File: config.mk
export PLATFORM = sky130hd
export DESIGN_NAME = branch_rs
export DESIGN_NICKNAME = d
export VERILOG_FILES = /design/src/rtl/branch_rs.sv
export SDC_FILE = /design/constraint.sdc
export NUM_CORES = 1
export LEC_CHECK = 0
export CORE_AREA = 8 8 252 157
export DETAILED_ROUTE_END_ITERATION = 7
export DIE_AREA = 0 0 260 165
export PLACE_DENSITY = 0.77
export SYNTH_ARGS = -nofsm -noshare
export SYNTH_HDL_FRONTEND = slang
export SYNTH_SLANG_ARGS = --single-unit
File: constraint.sdc
create_clock -name clk -period 10.7 [get_ports clk]
set_input_delay 2.14 -clock clk [delete_from_list [all_inputs] [get_ports clk]]
set_output_delay 2.14 -clock clk [all_outputs]
set_load 0.01 [all_outputs]
File: src/rtl/branch_rs.sv
// Branch reservation station: holds dispatched branch uops until both operands
// are ready (at dispatch or via CDB wakeup) and issues the oldest ready one.
module branch_rs #(
  parameter int XLEN  = 32,
  parameter int DEPTH = 4,
  parameter int TAG_W = 6
) (
  input  logic             clk,
  input  logic             rst,
  input  logic             alloc_valid,
  output logic             alloc_ready,
  input  logic [2:0]       alloc_branch_type,
  input  logic [TAG_W-1:0] alloc_rob_tag,
  input  logic             alloc_rs1_rdy,
  input  logic [TAG_W-1:0] alloc_rs1_tag,
  input  logic [XLEN-1:0]  alloc_rs1_val,
  input  logic             alloc_rs2_rdy,
  input  logic [TAG_W-1:0] alloc_rs2_tag,
  input  logic [XLEN-1:0]  alloc_rs2_val,
  input  logic             cdb_valid,
  input  logic [TAG_W-1:0] cdb_tag,
  input  logic [XLEN-1:0]  cdb_data,
  input  logic             flush,
  output logic             issue_valid,
  input  logic             issue_ready,
  output logic [2:0]       issue_branch_type,
  output logic [XLEN-1:0]  issue_rs1,
  output logic [XLEN-1:0]  issue_rs2,
  output logic [TAG_W-1:0] issue_rob_tag
);
  localparam int AW = $clog2(DEPTH);
  localparam logic [AW-1:0] AGE_ONE = AW'(1);

  typedef struct packed {
    logic             vld;
    logic [2:0]       typ;
    logic [TAG_W-1:0] rob;
    logic             rdy1;
    logic [TAG_W-1:0] tag1;
    logic [XLEN-1:0]  val1;
    logic             rdy2;
    logic [TAG_W-1:0] tag2;
    logic [XLEN-1:0]  val2;
    logic [AW-1:0]    age;
  } ent_t;

  ent_t [DEPTH-1:0] ent_q, ent_d;
  logic [DEPTH-1:0] vld, elig;
  logic [AW-1:0]    free_idx, sel_idx, sel_age;
  logic             any_elig, alloc_fire, issue_fire;

  for (genvar g = 0; g < DEPTH; g++) begin : g_ent
    assign vld[g]  = ent_q[g].vld;
    assign elig[g] = ent_q[g].vld & ent_q[g].rdy1 & ent_q[g].rdy2;
  end

  assign any_elig    = |elig;
  assign alloc_ready = ~rst & |(~vld);
  assign issue_valid = ~rst & ~flush & any_elig;
  assign alloc_fire  = alloc_valid & alloc_ready & ~flush;
  assign issue_fire  = issue_valid & issue_ready;

  always_comb begin
    free_idx = '0;
    for (int i = DEPTH-1; i >= 0; i--)
      if (!vld[i]) free_idx = AW'(i);
  end

  // Ages are unique among valid entries, so the max-age eligible entry is the oldest.
  always_comb begin
    logic found;
    found   = 1'b0;
    sel_idx = '0;
    sel_age = '0;
    for (int i = 0; i < DEPTH; i++) begin
      if (elig[i] && (!found || ent_q[i].age > sel_age)) begin
        found   = 1'b1;
        sel_idx = AW'(i);
        sel_age = ent_q[i].age;
      end
    end
  end

  always_comb begin
    issue_branch_type = '0;
    issue_rs1         = '0;
    issue_rs2         = '0;
    issue_rob_tag     = '0;
    if (!rst && any_elig) begin
      issue_branch_type = ent_q[sel_idx].typ;
      issue_rs1         = ent_q[sel_idx].val1;
      issue_rs2         = ent_q[sel_idx].val2;
      issue_rob_tag     = ent_q[sel_idx].rob;
    end
  end

  always_comb begin
    logic older;
    ent_d = ent_q;
    for (int i = 0; i < DEPTH; i++) begin
      older = issue_fire && (ent_q[i].age > sel_age);
      if (ent_q[i].vld) begin
        if (cdb_valid && !ent_q[i].rdy1 && ent_q[i].tag1 == cdb_tag) begin
          ent_d[i].rdy1 = 1'b1;
          ent_d[i].val1 = cdb_data;
        end
        if (cdb_valid && !ent_q[i].rdy2 && ent_q[i].tag2 == cdb_tag) begin
          ent_d[i].rdy2 = 1'b1;
          ent_d[i].val2 = cdb_data;
        end
        if (issue_fire && sel_idx == AW'(i))
          ent_d[i].vld = 1'b0;
        else if (alloc_fire && !older)
          ent_d[i].age = ent_q[i].age + AGE_ONE;
        else if (!alloc_fire && older)
          ent_d[i].age = ent_q[i].age - AGE_ONE;
      end
    end
    // free_idx is never a valid entry, so this cannot collide with the loop above.
    if (alloc_fire) begin
      ent_d[free_idx].vld  = 1'b1;
      ent_d[free_idx].typ  = alloc_branch_type;
      ent_d[free_idx].rob  = alloc_rob_tag;
      ent_d[free_idx].age  = '0;
      ent_d[free_idx].tag1 = alloc_rs1_tag;
      ent_d[free_idx].tag2 = alloc_rs2_tag;
      ent_d[free_idx].rdy1 = alloc_rs1_rdy | (cdb_valid && cdb_tag == alloc_rs1_tag);
      ent_d[free_idx].val1 = alloc_rs1_rdy ? alloc_rs1_val : cdb_data;
      ent_d[free_idx].rdy2 = alloc_rs2_rdy | (cdb_valid && cdb_tag == alloc_rs2_tag);
      ent_d[free_idx].val2 = alloc_rs2_rdy ? alloc_rs2_val : cdb_data;
    end
  end

  always_ff @(posedge clk) begin
    if (rst) begin
      ent_q <= '0;
    end else if (flush) begin
      for (int i = 0; i < DEPTH; i++) ent_q[i].vld <= 1'b0;
    end else begin
      ent_q <= ent_d;
    end
  end

endmodule

==> impl_metrics.yaml <==
floorplan:
  die_w_um: 260
  ios: 206
  die-height_um: 165
  dieArea_mm2: 0.0429
  start_util: 0.541
  core_area_mm2: 0.0357
  placementRows: 54
sta:
  finClkSkew_ns: 0.0295
  finalMaxSlewViolations: 0
  setup_viol: 0
  rsz0062_at_grt: "no"
  fin_crit_ns: 9.66
  fmax_mhz: 103
  worst_pin_slew_ns: 1.26
  period_share: 0.903
  fin_setup_tns_ns: 0
  hold_viol: 0
  slew_headroom: 0.159
worst_setup_path:
  rr_endpoint: "ent_q[271]$_SDFFE_PP0N_"
  crit_chain: "and3_4, nand2_4, ha_1, nor2b_1, o21a_1, o21ai_0, o21ai_0, ha_1, nor2b_1, o21ai_1, a21oi_4, nor2_1, a21oi_1, ha_1, nand2_1, o21ai_1, a21oi_4, buf_4, a221o_1, o21ai_0, a21oi_1, clkdlybuf4s50_1"
  required_ns: 8.56
  cp.depth: 22
  cp-end-kind: "primary output"
  cp_max_fo: 77
  cp_top_family: "compound AO/OA/AOI/OAI gates"
  crit_end: "issue_rs1[11]"
  cp-startpoint: "ent_q[89]$_SDFF_PP0_"
  regToRegSetupSlack_ns: 3.50
  startpoint_type: "register"
  cp.buffers_inverters: 2
  critPathMaxStageDelay_ns: 0.88
  cp.arrival_ns: 7.52
  critPathKind: "reg -> out"
  slowest_stage: "buf_4"
  reg2reg_depth: 25
  rr_startpoint: "ent_q[89]$_SDFF_PP0_"
synthesis:
  synth_seq_cells: 360
  synthArstFlopShare: 0
  yosysWarningCount: 0
  syn-cell-area_mm2: 0.0193
  synth_fp_nets: 2757
  avgSynthCellArea_um2: 7.39
  seq_area_frac_synth: 0.373
  syn_inst: 2616
  synth-edff-count: 0
  synthFlopType: "dfxtp_1"
  ys_types: 53
global_route:
  track_usage: 0.331
  grt_pass1_vias: 19961
  grt_max_degree: 211
  grt_overflow: 0
  antenna_found_initial: 4
  grt_pass1_wl_um: 114000
cts:
  postCtsSetupRepairBufs: 0
  cts_resized: 0
  cts_tree: "built"
  cts_sinks: 360
  cts_buffers: 36
  postCtsHoldBufs: 0
  cts.path.max_buffers: 3
  path_clk_slew_ns: 0.06
  clockRootBuffer: "clkbuf_16"
  htreeDepth: 2
  clk_latency_ns: 0.56
worst_hold_path:
  hp-class: "reg -> reg"
route:
  viasPerCell: 6.81
  routedWlPerCell_um: 24.0
  wirelength_um: 75100
  dr.pass1.iters: 8
  postRouteAntennaNets: 0
  num_vias: 21277
  route.detailed.drc: 12
  drtIter0Drc: 3386
finish:
  area_growth_pct: 16.7
  nFillCells: 2969
  utilization: 0.631
  layout.nets: 2762
  register_area_mm2: 0.00721
  multiInputGateArea_mm2: 0.0112
  drive_above_1_share: 0.0752
power:
  power_density_mw_per_mm2: 131
  ir_drop_mv: 0.133
  p_leak_nw: 6.80
run:
  drv_cap: 0
place:
  io_buffers: 205
  place_congestion: 0.935
  dp_hpwl_um: 43600
status:
  failed_checks: "DRC"
  status: "finished, violations left"
-- cell families after synthesis --
group | after synthesis | share of synthesized area
AO/OA/AOI/OAI | 1007 | 0.324
XOR/XNOR | 64 | 0.0290
adder cells (fa/ha/maj) | 10 | 0.00647
buffers and inverters | 276 | 0.0552
flip-flops | 360 | 0.373
multiplexers | 70 | 0.0411
AND/OR/NAND/NOR | 829 | 0.171
-- synth_stat cells, drive strengths merged, types with 7 or more instances --
cell,count,area [um^2]
nand2,328,1240
mux2,65,732
ha,10,125
nor3,17,85.1
nor2,423,1590
o221ai,192,1680
nand4,7,43.8
nor4,10,77.6
a21oi,425,2160
a211oi,19,148
o21ai,283,1420
or3,8,50.1
nand3,21,115
clkbuf,220,826
xnor2,50,438
dfxtp,360,7210
buf,50,219
a221o,73,731
xor2,14,123
-- worst min path at each step --
stage / startpoint / to / slack [ns] / depth (start not counted)
3_3_place_gp: ent_q[299]$_SDFFE_PP0N_ / ent_q[299]$_SDFFE_PP0N_ / 0.43 / 2
3_5_place_dp: ent_q[277]$_SDFFE_PP0N_ / ent_q[277]$_SDFFE_PP0N_ / 0.44 / 2
6_report: ent_q[295]$_SDFFE_PP0N_ / ent_q[295]$_SDFFE_PP0N_ / 0.45 / 2
5_1_grt: register / register / 0.47 / 2
4_1_cts: ent_q[295]$_SDFFE_PP0N_ / ent_q[295]$_SDFFE_PP0N_ / 0.45 / 2
2_1_floorplan: ent_q[282]$_SDFFE_PP0N_ / ent_q[282]$_SDFFE_PP0N_ / 0.42 / 2
-- where the power goes --
part | internal (mW) | switching, mW | total (mW)
clock | 0.745 | 0.574 | 1.32
sequential | 1.35 | 0.00762 | 1.36
combinational | 0.109 | 0.177 | 0.286
-- metrics by stage --
step	instance area, um^2	hold slack, ns	total power, mW	cells	setup WS, ns
floorplan	19300	0.420	1.55	2616	3.61
global placement	21400	0.428	1.65	3059	1.92
detailed placement	21400	0.437	1.66	3059	1.81
CTS	22500	0.451	2.95	3121	1.25
global route	22600	0.469	3.04	3125	0.763
finish	22600	0.451	2.96	3125	1.04
-- worst min-delay path, delay by kind of cell (launching register included) --
family | cells | cell delay [ns]
flops | 1 | 0.32
simple gates | 1 | 0.04
compound gates | 1 | 0.05
-- placed cells by master (no fill, tap or decap), types with 10 or more instances in the layout --
cell             count
a211oi_1            18
a21oi_1            419
a221o_1             73
buf_4               31
clkbuf_16           38
clkdlybuf4s50_1    202
dfxtp_1            360
ha_1                10
mux2_2              65
nand2_1            327
nand3_1             18
nor2_1             408
nor2_4              15
nor3_1              12
o21ai_0            275
o221ai_1           192
xnor2_1             50
xor2_1              14
-- cell type report --
type,instances,share of cell area
Multi-Input combinational cell,1980,0.498
Sequential cell,360,0.320
Timing Repair Buffer,237,0.102
Clock buffer,52,0.0472
Tap cell,476,0.0264
Clock inverter,10,0.00560
Inverter,6,0.000999
Antenna cell,4,0.000444
-- metal layers --
layer | wire [um] | GRT usage | vias up
li1 | - | - | 9433
met1 | 29800 | 0.448 | 10006
met5 | 0 | 0 | -
met4 | 2710 | 0.139 | 0
met2 | 32400 | 0.498 | 1600
met3 | 10200 | 0.0824 | 238
Power figures use the tool's default switching activity.
